### src/rtl/imem_pkg.sv
// Shared definitions for the boot-time instruction memory loader.
// Also sizes the instruction memory itself.
package imem_pkg;

    localparam int IMEM_BYTES = 128;
    localparam int LEN_BYTES  = 2;

    typedef enum logic [2:0] {
        LEN_HI,
        LEN_LO,
        CHECK_LEN,
        DATA,
        CSUM,
        DONE,
        ERROR
    } ld_state_e;

endpackage

### src/rtl/imem_loader.sv
// Boot loader: length/payload/checksum byte stream into instruction memory.
// Keeps the core in reset until a verified image is in place.
module imem_loader
    import imem_pkg::*;
#(
    parameter int MEM_BYTES = IMEM_BYTES,
    parameter int ADDR_W    = 32
) (
    input  logic              clk,
    input  logic              resetn,
    input  logic [7:0]        rx_data,
    input  logic              rx_valid,
    output logic              rx_ready,
    output logic              mem_we,
    output logic [ADDR_W-1:0] mem_addr,
    output logic [7:0]        mem_wdata,
    output logic              cpu_resetn,
    output logic              load_done,
    output logic              load_error
);

    ld_state_e   state;
    ld_state_e   state_nx;
    logic [15:0] len_q;
    logic [15:0] count_q;
    logic [7:0]  csum_q;
    logic        ready_st;
    logic        done_st;
    logic        err_st;
    logic        xfer;
    logic        len_bad;
    logic        last_byte;

    assign xfer      = rx_valid && rx_ready;
    assign len_bad   = (len_q > 16'(MEM_BYTES)) || (len_q[1:0] != 2'b00);
    assign last_byte = (count_q == len_q - 16'd1);

    always_ff @(posedge clk) begin
        if (!resetn)
            state <= LEN_HI;
        else
            state <= state_nx;
    end

    always_comb begin
        state_nx = state;
        ready_st = 1'b0;
        done_st  = 1'b0;
        err_st   = 1'b0;
        unique case (state)
            LEN_HI: begin
                ready_st = 1'b1;
                if (rx_valid)
                    state_nx = LEN_LO;
            end
            LEN_LO: begin
                ready_st = 1'b1;
                if (rx_valid)
                    state_nx = CHECK_LEN;
            end
            CHECK_LEN: begin
                if (len_bad)
                    state_nx = ERROR;
                else if (len_q == 16'd0)
                    state_nx = CSUM;
                else
                    state_nx = DATA;
            end
            DATA: begin
                ready_st = 1'b1;
                if (rx_valid && last_byte)
                    state_nx = CSUM;
            end
            CSUM: begin
                ready_st = 1'b1;
                if (rx_valid)
                    state_nx = (rx_data == csum_q) ? DONE : ERROR;
            end
            DONE: begin
                done_st = 1'b1;
            end
            ERROR: begin
                err_st = 1'b1;
            end
            default: begin
                state_nx = LEN_HI;
            end
        endcase
    end

    // Status outputs are gated so they drop as soon as resetn falls.
    assign rx_ready   = ready_st & resetn;
    assign load_done  = done_st & resetn;
    assign cpu_resetn = done_st & resetn;
    assign load_error = err_st & resetn;

    always_ff @(posedge clk) begin
        if (!resetn) begin
            len_q     <= '0;
            count_q   <= '0;
            csum_q    <= '0;
            mem_we    <= 1'b0;
            mem_addr  <= '0;
            mem_wdata <= '0;
        end else begin
            mem_we <= 1'b0;
            if (state == CHECK_LEN) begin
                count_q <= '0;
                csum_q  <= '0;
            end
            if (xfer) begin
                unique case (state)
                    LEN_HI: len_q[15:8] <= rx_data;
                    LEN_LO: len_q[7:0]  <= rx_data;
                    DATA: begin
                        mem_we    <= 1'b1;
                        mem_addr  <= ADDR_W'(count_q);
                        mem_wdata <= rx_data;
                        csum_q    <= csum_q ^ rx_data;
                        count_q   <= count_q + 16'd1;
                    end
                    default: ;
                endcase
            end
        end
    end

endmodule

### config.mk
export PLATFORM = sky130hd
export DESIGN_NAME = imem_loader
export DESIGN_NICKNAME = d
export VERILOG_FILES = /design/src/rtl/imem_pkg.sv /design/src/rtl/imem_loader.sv
export SDC_FILE = /design/constraint.sdc
export NUM_CORES = 1
export LEC_CHECK = 0
export CORE_ASPECT_RATIO = 0.75
export CORE_MARGIN = 5
export CORE_UTILIZATION = 58
export CTS_CLUSTER_DIAMETER = 80
export DETAILED_ROUTE_END_ITERATION = 10
export GPL_TIMING_DRIVEN = 0
export PLACE_DENSITY = 0.86
export SETUP_SLACK_MARGIN = 0.05
export SLEW_MARGIN = 20
export SYNTH_ARGS = -nofsm -noshare
export SYNTH_HDL_FRONTEND = slang
export SYNTH_SLANG_ARGS = --single-unit
### constraint.sdc
create_clock -name clk -period 5.41 [get_ports clk]
set_clock_uncertainty 0.15 [all_clocks]
set_input_delay 1.082 -clock clk [delete_from_list [all_inputs] [get_ports clk]]
set_output_delay 1.082 -clock clk [all_outputs]
set_load 0.1 [all_outputs]
==> key figures <==
Outcome
  – Outcome: finished, final reports clean

GRT
  – First-pass GRT wire length: 15.1 mm
  – Vias in the first global route: 3114
  – Antenna violations before repair: 0
  – Overflow after GRT: 0
  – Largest net degree at the start of global routing: 13
  – All-Layer GR Usage: 24.3%

Setup path
  – WP data required: 4.18 ns
  – Crit path kind: in -> out
  – Arrival @ worst endpoint: 3.69 ns
  – CP Launch Type: input port
  – Endpoint class of the critical path: output port
  – Crit Path Max Fanout: 10

Clocking
  – CTS root buffer: clkbuf_8
  – CTS sink cnt: 68
  – Post-CTS Setup Bufs: 0
  – # resized after CTS: 0
  – Clk buf depth: 2
  – Worst-skew pair later-pin latency: 0.35 ns
  – CTS tree: yes
  – H-Tree Depth: 3
  – Hold bufs inserted after CTS: 0
  – Clock-pin slew of the registers on the worst-case setup and hold paths: 0.07 ns
  – CTS Buf Count: 9

STA
  – Final period utilization: 91.0%
  – Final Hold Fails: 0
  – Slew @ Worst Pin: 0.974 ns
  – # setup viols final: 0
  – RSZ-0062 raised after global routing: no
  – Final Max Tran Viols: 0
  – Tmin final: 4.92 ns
  – Fmax: 203 MHz
  – Slew margin rel.: 34.9%
  – Setup TNS: 0 ns

Route
  – TritonRoute pass-1 iters: 5
  – Antenna Nets Post-Route: 0
  – Initial DRC Count: 309
  – WL per Instance: 15.2 um
  – DR vias: 3218
  – Residual DRC count: 0
  – Final WL: 8.86 mm
  – Post-DR vias/cell: 5.54

Floorplan
  – Die Y: 77.9 um
  – Rows: 24
  – Initial Utilization: 60.6%
  – Chip width: 101 um
  – IO Pins: 56
  – Full die area: 0.00784 mm2
  – Core box area: 0.00589 mm2

Final layout
  – Multi-input gate area: 0.00203 mm2
  – Share of layout cells above drive strength 1: 8.55%
  – # diodes: 0
  – # nets final: 512
  – Sequential cell area: 0.00136 mm2
  – Area Overhead vs Synth: 21.2%
  – Layout Cell Area excl Fill: 0.00433 mm2
  – Final Util: 73.5%
  – # fillers: 475

Synthesis
  – Avg Cell Area, Syn: 8.24 um2
  – Synthesized area: 0.00357 mm2
  – Top-count cell post-synth: nand2_1
  – Leading area contributor after synthesis: dfxtp_1
  – Ys async rst share: 0%
  – Most frequent cells after synthesis: nand2_1 (75), dfxtp_1 (68), xnor2_1 (26)
  – Post-synth EDFFs: 0
  – Post-synth top area share: 38.1%
  – Sequential area share after synthesis: 38.1%
  – Synth unique cells: 51
  – Cells after Synth: 433
  – Synth area leaders: dfxtp_1 (38%), nand2_1 (7.9%), xnor2_1 (6.4%), mux2i_1 (5.3%), a21boi_0 (5.3%)
  – Ys flop type: dfxtp_1
  – Synth warnings: 0
  – Flops & latches, synth: 68

Power
  – Internal: 0.901 mW
  – Switching power total: 0.508 mW
  – VDD IR max: 0.256 mV
  – Pwr dens: 326 mW/mm2
  – Leak: 1.62 nW
  – Seq pwr share: 38.9%
  – Combinational share of power: 31.3%
  – Sw Share: 36.1%
  – Clk pwr share: 29.8%

Run
  – Max-Cap Viols: 0

Placed design
  – GPL Wtd Cong: 0.911
  – Dpl cell area: 0.00412 mm2
  – Post-DP HPWL: 6.69 mm
  – Number of port buffers: 39

Hold path
  – Worst hold path type: reg -> reg
==> worst max-delay path, stage by stage <==
cell	delay, ns
clkdlybuf4s50_1	0.47
clkbuf_1	0.39
clkbuf_1	0.40
and3_1	0.22
clkdlybuf4s50_1	1.13
==> area by class of cell <==
cell class,count,share of cell area [%]
Tap cell,78,2.26
Multi-Input combinational cell,332,46.8
Clock inverter,5,1.42
Sequential cell,68,31.5
Timing Repair Buffer,39,9.03
Inverter,8,0.694
Clock buffer,11,3.27
Buffer,40,5.03
==> worst paths after layout <==
check,startpoint,to,slack (ns),cells after the start
min reg2reg,mem_addr[7]$_SDFFE_PN0P_,mem_addr[7]$_SDFFE_PN0P_,0.31,2
max,resetn,rx_ready,0.49,5
min,mem_addr[7]$_SDFFE_PN0P_,mem_addr[7]$_SDFFE_PN0P_,0.31,2
max reg2reg,len_q[0]$_SDFFE_PN0P_,state[2]$_SDFFE_PN0P_,2.43,8
==> power groups by stage <==
stage / sequential [mW] / combinational (mW) / clock (mW)
2_1_floorplan: 0.565 / 0.332 / 0
3_3_place_gp: 0.556 / 0.422 / 0
3_5_place_dp: 0.558 / 0.431 / 0
4_1_cts: 0.547 / 0.435 / 0.425
5_1_grt: 0.551 / 0.474 / 0.455
6_report: 0.548 / 0.441 / 0.420
==> cells by family after synthesis <==
kind of cell	after synthesis	share of synthesized area, %
other cells	1	0.105
flops	68	38.1
xor+xnor	35	8.59
mux	19	5.33
simple gates	184	26.0
compound gates	75	13.9
fa+ha+maj	3	1.05
buf+inv	48	6.94
==> cell usage in the layout (no fill, tap or decap), drive strengths merged, types with 2 or more instances in the layout <==
cell,synthesis,final
a21oi,9,9
o211ai,2,2
clkbuf,21,32
o2111ai,2,2
nor2b,18,18
o21ai,21,21
xor2,9,9
nor4,4,4
nand2b,2,2
nor3b,3,3
nand2,75,75
buf,19,19
a21boi,25,25
nand3b,6,6
clkinvlp,0,3
or4,2,2
a31oi,4,4
nand4,6,6
dfxtp,68,68
conb,1,16
nor2,23,23
o41ai,2,2
xnor2,26,26
nand3,14,14
nor3,10,10
ha,3,3
and2,9,9
mux2i,19,19
or3,5,5
clkdlybuf4s50,0,39
and3,4,4
inv,8,8
==> state kept, by name, indices dropped and copies added (netlist names) <==
register / count
count_q: 16
len_q: 16
mem_addr: 16
csum_q: 8
mem_wdata: 8
state: 3
mem_we: 1
==> metrics by stage <==
step           hold slack [ns]  power [mW]  worst slack, ns  cells
6_report                 0.314        1.41            0.485    581
5_1_grt                  0.339        1.48            0.334    581
4_1_cts                  0.319        1.41            0.481    581
3_5_place_dp             0.309       0.990            0.480    565
3_3_place_gp             0.300       0.979            0.486    565
2_1_floorplan            0.311       0.897            0.995    448
==> layer usage <==
layer	routed length, um	GRT usage, %
met1	3790	32.1
met2	4100	38.4
met3	845	7.08
met4	115	7.40
met5	0	0
Note: power is estimated with default switching activity, not from simulation.
